$ cat src/rtl/dmem_arb_pkg.sv
// Shared types for the data-memory arbiter: FSM state encoding and grant owner.
package dmem_arb_pkg;

  localparam int unsigned DATA_W = 8;
  localparam int unsigned WAIT_W = 4;

  typedef enum logic [1:0] {
    CPU_OWN  = 2'd0,
    LDR_SLOT = 2'd1,
    LDR_LOCK = 2'd2
  } arb_state_e;

  typedef enum logic [1:0] {
    GNT_NONE = 2'd0,
    GNT_CPU  = 2'd1,
    GNT_LDR  = 2'd2
  } gnt_e;

endpackage

$ cat src/rtl/dmem_arb_wait_counter.sv
// Saturating loader wait counter; 'last' flags the final wait cycle before saturation.
module dmem_arb_wait_counter #(
  parameter int unsigned LIMIT = 4,
  parameter int unsigned W     = 4
) (
  input  logic clock,
  input  logic reset_n,
  input  logic clr,
  input  logic inc,
  output logic last
);

  localparam logic [W-1:0] LIM      = W'(LIMIT);
  localparam logic [W-1:0] LAST_VAL = W'(LIMIT - 1);

  logic [W-1:0] count;

  always_ff @(posedge clock or negedge reset_n) begin
    if (!reset_n) begin
      count <= '0;
    end else if (clr) begin
      count <= '0;
    end else if (inc && (count != LIM)) begin
      count <= count + 1'b1;
    end
  end

  assign last = (count == LAST_VAL);

endmodule

$ cat src/rtl/dmem_arbiter.sv
// Single-port data memory arbiter: CPU has priority, loader gets idle cycles,
// a forced slot after a bounded wait, or exclusive ownership under lock.
module dmem_arbiter
  import dmem_arb_pkg::*;
#(
  parameter int unsigned ADDRESS_LINE = 8,
  parameter int unsigned MAX_WAIT     = 4
) (
  input  logic                    clock,
  input  logic                    reset_n,
  input  logic                    cpu_req,
  input  logic                    cpu_we,
  input  logic [ADDRESS_LINE-1:0] cpu_addr,
  input  logic [DATA_W-1:0]       cpu_wdata,
  output logic [DATA_W-1:0]       cpu_rdata,
  output logic                    cpu_stall,
  input  logic                    ldr_valid,
  input  logic                    ldr_lock,
  input  logic                    ldr_we,
  input  logic [ADDRESS_LINE-1:0] ldr_addr,
  input  logic [DATA_W-1:0]       ldr_wdata,
  output logic                    ldr_ready,
  output logic                    ldr_rvalid,
  output logic [DATA_W-1:0]       ldr_rdata,
  output logic [ADDRESS_LINE-1:0] mem_addr,
  output logic [DATA_W-1:0]       mem_wdata,
  output logic                    mem_write,
  output logic                    mem_read,
  input  logic [DATA_W-1:0]       mem_rdata
);

  arb_state_e state_q, state_d;
  gnt_e       gnt;
  logic       wait_last;

  dmem_arb_wait_counter #(
    .LIMIT (MAX_WAIT),
    .W     (WAIT_W)
  ) u_wait (
    .clock   (clock),
    .reset_n (reset_n),
    .clr     (!ldr_valid || ldr_ready),
    .inc     (ldr_valid && !ldr_ready),
    .last    (wait_last)
  );

  always_ff @(posedge clock or negedge reset_n) begin
    if (!reset_n) begin
      state_q <= CPU_OWN;
    end else begin
      state_q <= state_d;
    end
  end

  // Grant and stall are gated by reset_n so nothing reaches memory during reset.
  always_comb begin
    state_d   = state_q;
    gnt       = GNT_NONE;
    cpu_stall = 1'b0;
    if (reset_n) begin
      case (state_q)
        CPU_OWN: begin
          if (cpu_req) begin
            gnt = GNT_CPU;
          end else if (ldr_valid) begin
            gnt = GNT_LDR;
          end
          if (ldr_lock && !cpu_req) begin
            state_d = LDR_LOCK;
          end else if (ldr_valid && cpu_req && wait_last) begin
            state_d = LDR_SLOT;
          end
        end
        LDR_SLOT: begin
          cpu_stall = 1'b1;
          if (ldr_valid) gnt = GNT_LDR;
          state_d = ldr_lock ? LDR_LOCK : CPU_OWN;
        end
        LDR_LOCK: begin
          cpu_stall = 1'b1;
          if (ldr_valid) gnt = GNT_LDR;
          state_d = ldr_lock ? LDR_LOCK : CPU_OWN;
        end
        default: state_d = CPU_OWN;
      endcase
    end
  end

  assign ldr_ready = (gnt == GNT_LDR);

  always_comb begin
    mem_addr  = '0;
    mem_wdata = '0;
    mem_write = 1'b0;
    mem_read  = 1'b0;
    case (gnt)
      GNT_CPU: begin
        mem_addr  = cpu_addr;
        mem_wdata = cpu_wdata;
        mem_write = cpu_we;
        mem_read  = !cpu_we;
      end
      GNT_LDR: begin
        mem_addr  = ldr_addr;
        mem_wdata = ldr_wdata;
        mem_write = ldr_we;
        mem_read  = !ldr_we;
      end
      default: ;
    endcase
  end

  assign cpu_rdata = mem_rdata;

  always_ff @(posedge clock or negedge reset_n) begin
    if (!reset_n) begin
      ldr_rvalid <= 1'b0;
      ldr_rdata  <= '0;
    end else if (ldr_ready && !ldr_we) begin
      ldr_rvalid <= 1'b1;
      ldr_rdata  <= mem_rdata;
    end else begin
      ldr_rvalid <= 1'b0;
    end
  end

endmodule

$ cat config.mk
export PLATFORM = sky130hd
export DESIGN_NAME = dmem_arbiter
export DESIGN_NICKNAME = d
export VERILOG_FILES = /design/src/rtl/dmem_arb_pkg.sv /design/src/rtl/dmem_arb_wait_counter.sv /design/src/rtl/dmem_arbiter.sv
export SDC_FILE = /design/constraint.sdc
export NUM_CORES = 1
export LEC_CHECK = 0
export CORE_ASPECT_RATIO = 2
export CORE_MARGIN = 1.5
export CORE_UTILIZATION = 35
export DETAILED_ROUTE_END_ITERATION = 8
export PLACE_DENSITY = 0.94
export SKIP_CTS_REPAIR_TIMING = 1
export SLEW_MARGIN = 15
export SYNTH_ARGS = -nofsm -noshare
export SYNTH_HDL_FRONTEND = slang
export SYNTH_SLANG_ARGS = --single-unit
$ cat constraint.sdc
create_clock -name clock -period 4.59 [get_ports clock]
set_input_delay 0.918 -clock clock [delete_from_list [all_inputs] [get_ports clock]]
set_output_delay 0.918 -clock clock [all_outputs]
set_load 0.05 [all_outputs]
==> results.md <==
* Hold_ws at 0.509 ns
* Nets at 247
* CP Data Required Time at 3.67 ns
* Vias in the first global route at 1139
* Design area at 2090 um^2
* First-pass GRT wire length at 4960 um
* Worst setup EP type: output pin
* Slew HR at 59.6%
* Worst-margin pin slew at 0.606 ns
* Max-capacitance violation count at 0
* Worst min path class: reg2reg
* Core Region at 2910 um^2
* Syn avg cell area at 9.07 um^2
* Critical path, cell by cell: clkdlybuf4s50_1 -> nand2b_1 -> a21oi_1 -> nand3_1 -> inv_1 -> ha_1 -> a22oi_1 -> nor2_1 -> buf_12
* Power density over the cells at 413 nW/um^2
* Post-synth EDFFs at 0
* TNS Setup at 0 ns
* Reg2reg path depth at 10
* Post-synthesis sequential area ratio at 35.4%
* Commonest non-fill, non-tap cell in the layout: clkdlybuf4s50_1
* DIE WIDTH at 41.9 um
* Lkg Pwr at 0.870 nW
* Std-Cell Rows at 28
* GRT Total Usage at 19.1%
* Hold depth at 1
* Status: completed
* Die Ht at 80.9 um
* CTS tree: done
* CP startpoint kind: primary input
* Clock Latency Late Sink at 0.25 ns
* # diodes at 0
* Cell area after placement at 2040 um^2
* Fin crit period at 3.99 ns
* Post-Synthesis Cells at 117
* CP Class: in2out
* PortBufs at 83
* Critical path's slowest cell: ha_1
* WL final at 3220 um
* CTS max path bufs at 2
* I/O Pins at 84
* CTS root buf: clkbuf_8
* Final Max Tran Viols at 0
* Count of final hold-check violations at 0
* Seq cells post-synth at 15
* Largest net degree at the start of global routing at 19
* Final setup fails at 0
* Via Count at 1163
* Skew final at 0.00472 ns
* Synthesized cell area at 1060 um^2
* Antenna viol nets, final at 0
* Worst-path maximum fanout at 16
* Peak Freq at 251 MHz
* Layout cells sized above 1 at 18.8%
* DRT Pass-1 Iters at 4
* Overflow after GRT at 0
* Die area at 3390 um^2
* Ys Warns at 0
* Top FF cell, synth: dfrtp_1
* CTS Sinks at 15
* Hpwl dp at 2720 um
* Dpl cells at 218
* Most frequent cells in the layout: clkdlybuf4s50_1, nor2_1, buf_12
* DP Worst Slack at 0.598 ns
* Post-layout util at 71.7%
* Synth async-reset ratio at 100%
* Final worst slack at 0.598 ns
* Residual DRC at 0
* Num CTS Buffers at 3
* Placer congestion estimate at 0.821
* Clk slew on worst S/H paths at 0.06 ns
* Distinct cells, synth at 26
* Initial antenna violation count at 0
* DR WL/cell at 14.5 um
* RSZ-0062 raised after global routing: no
* Fin crit share at 87.0%
* Initial Util at 36.5%
* H-tree depth at 1
* Via/cell ratio at 5.24
* Worst EP arrival at 3.07 ns
* Synthesized net count at 171
* Worst path max stage delay at 0.54 ns
* VDD IR max at 383 uV
* Post-layout instance count excluding filler cells at 222
* Fill cells at 208
* Layout area overhead at 96.6%
* Total power at 0.862 mW
* DRT iter0 DRCs at 24
report_power, final:
group / total, mW / internal [mW] / switching, mW
Combinational: 0.551 / 0.228 / 0.323
Sequential: 0.205 / 0.178 / 0.0275
Clock: 0.106 / 0.0601 / 0.0459
registers in the layout, indices dropped and copies added (netlist names):
register,count
ldr_rdata,8
state_q,2
ldr_rvalid,1
u_wait.count,4
worst max-delay path, delay by kind of cell:
| family | cells | cell delay [ns] |
|---|---|---|
| AO/OA/AOI/OAI | 2 | 0.37 |
| adder cells (fa/ha/maj) | 1 | 0.54 |
| AND/OR/NAND/NOR | 3 | 0.51 |
| buffers and inverters | 3 | 0.73 |
per-layer routing:
| metal | up-vias | wire length, um | share of wire [%] | global-route usage, % |
|---|---|---|---|---|
| li1 | 548 | - | - | - |
| met1 | 529 | 1100 | 34 | 18.0 |
| met2 | 76 | 1780 | 55 | 37.3 |
| met3 | 10 | 254 | 7.9 | 2.89 |
| met4 | 0 | 93 | 2.9 | 11.3 |
| met5 | - | 0 | 0 | 0 |
layout make-up:
type                            count  area (um^2)  area share [%]
Timing Repair Buffer               85         1040            49.7
Multi-Input combinational cell     79          557            26.7
Sequential cell                    15          375            18.0
Clock buffer                        3         41.3            1.98
Tap cell                           30         37.5            1.80
Inverter                            9         33.8            1.62
Clock inverter                      1         5.00           0.240
kinds of logic (layout without fill, tap and decap cells):
logic type               Yosys count  in the layout  synth area share, %
AND/OR/NAND/NOR                   37             37                 16.0
AO/OA/AOI/OAI                     24             24                 17.0
buffers and inverters             23             98                 12.1
flip-flops                        15             15                 35.4
multiplexers                      10             10                 10.4
adder cells (fa/ha/maj)            7              7                 8.25
XOR/XNOR                           1              1                0.826
path summary, 6_finish.rpt:
path | from | slack [ns] | endpoint
min in group asynchronous | reset_n | 0.89 | u_wait.count[3]$_DFFE_PN0P_
max | cpu_req | 0.60 | mem_addr[0]
min reg2reg | ldr_rdata[4]$_DFFE_PN0P_ | 0.51 | ldr_rdata[4]$_DFFE_PN0P_
max in group asynchronous | reset_n | 3.25 | ldr_rdata[3]$_DFFE_PN0P_
max reg2reg | state_q[0]$_DFFE_PN0P_ | 2.43 | ldr_rdata[1]$_DFFE_PN0P_
min | ldr_rdata[4]$_DFFE_PN0P_ | 0.51 | ldr_rdata[4]$_DFFE_PN0P_
cells in the mapped netlist, types with 2 or more instances:
master    number  area (um^2)
a21oi_1        3         15.0
a22oi_1       17          128
buf_2          4         20.0
buf_4          8         60.1
dfrtp_1       15          375
ha_1           7         87.6
inv_1          9         33.8
mux2_2         8         90.1
mux2i_1        2         20.0
nand2_1        2         7.51
nand2b_1       3         18.8
nand3_1        4         20.0
nor2_1        22         82.6
(Power assumes the default switching activity.)
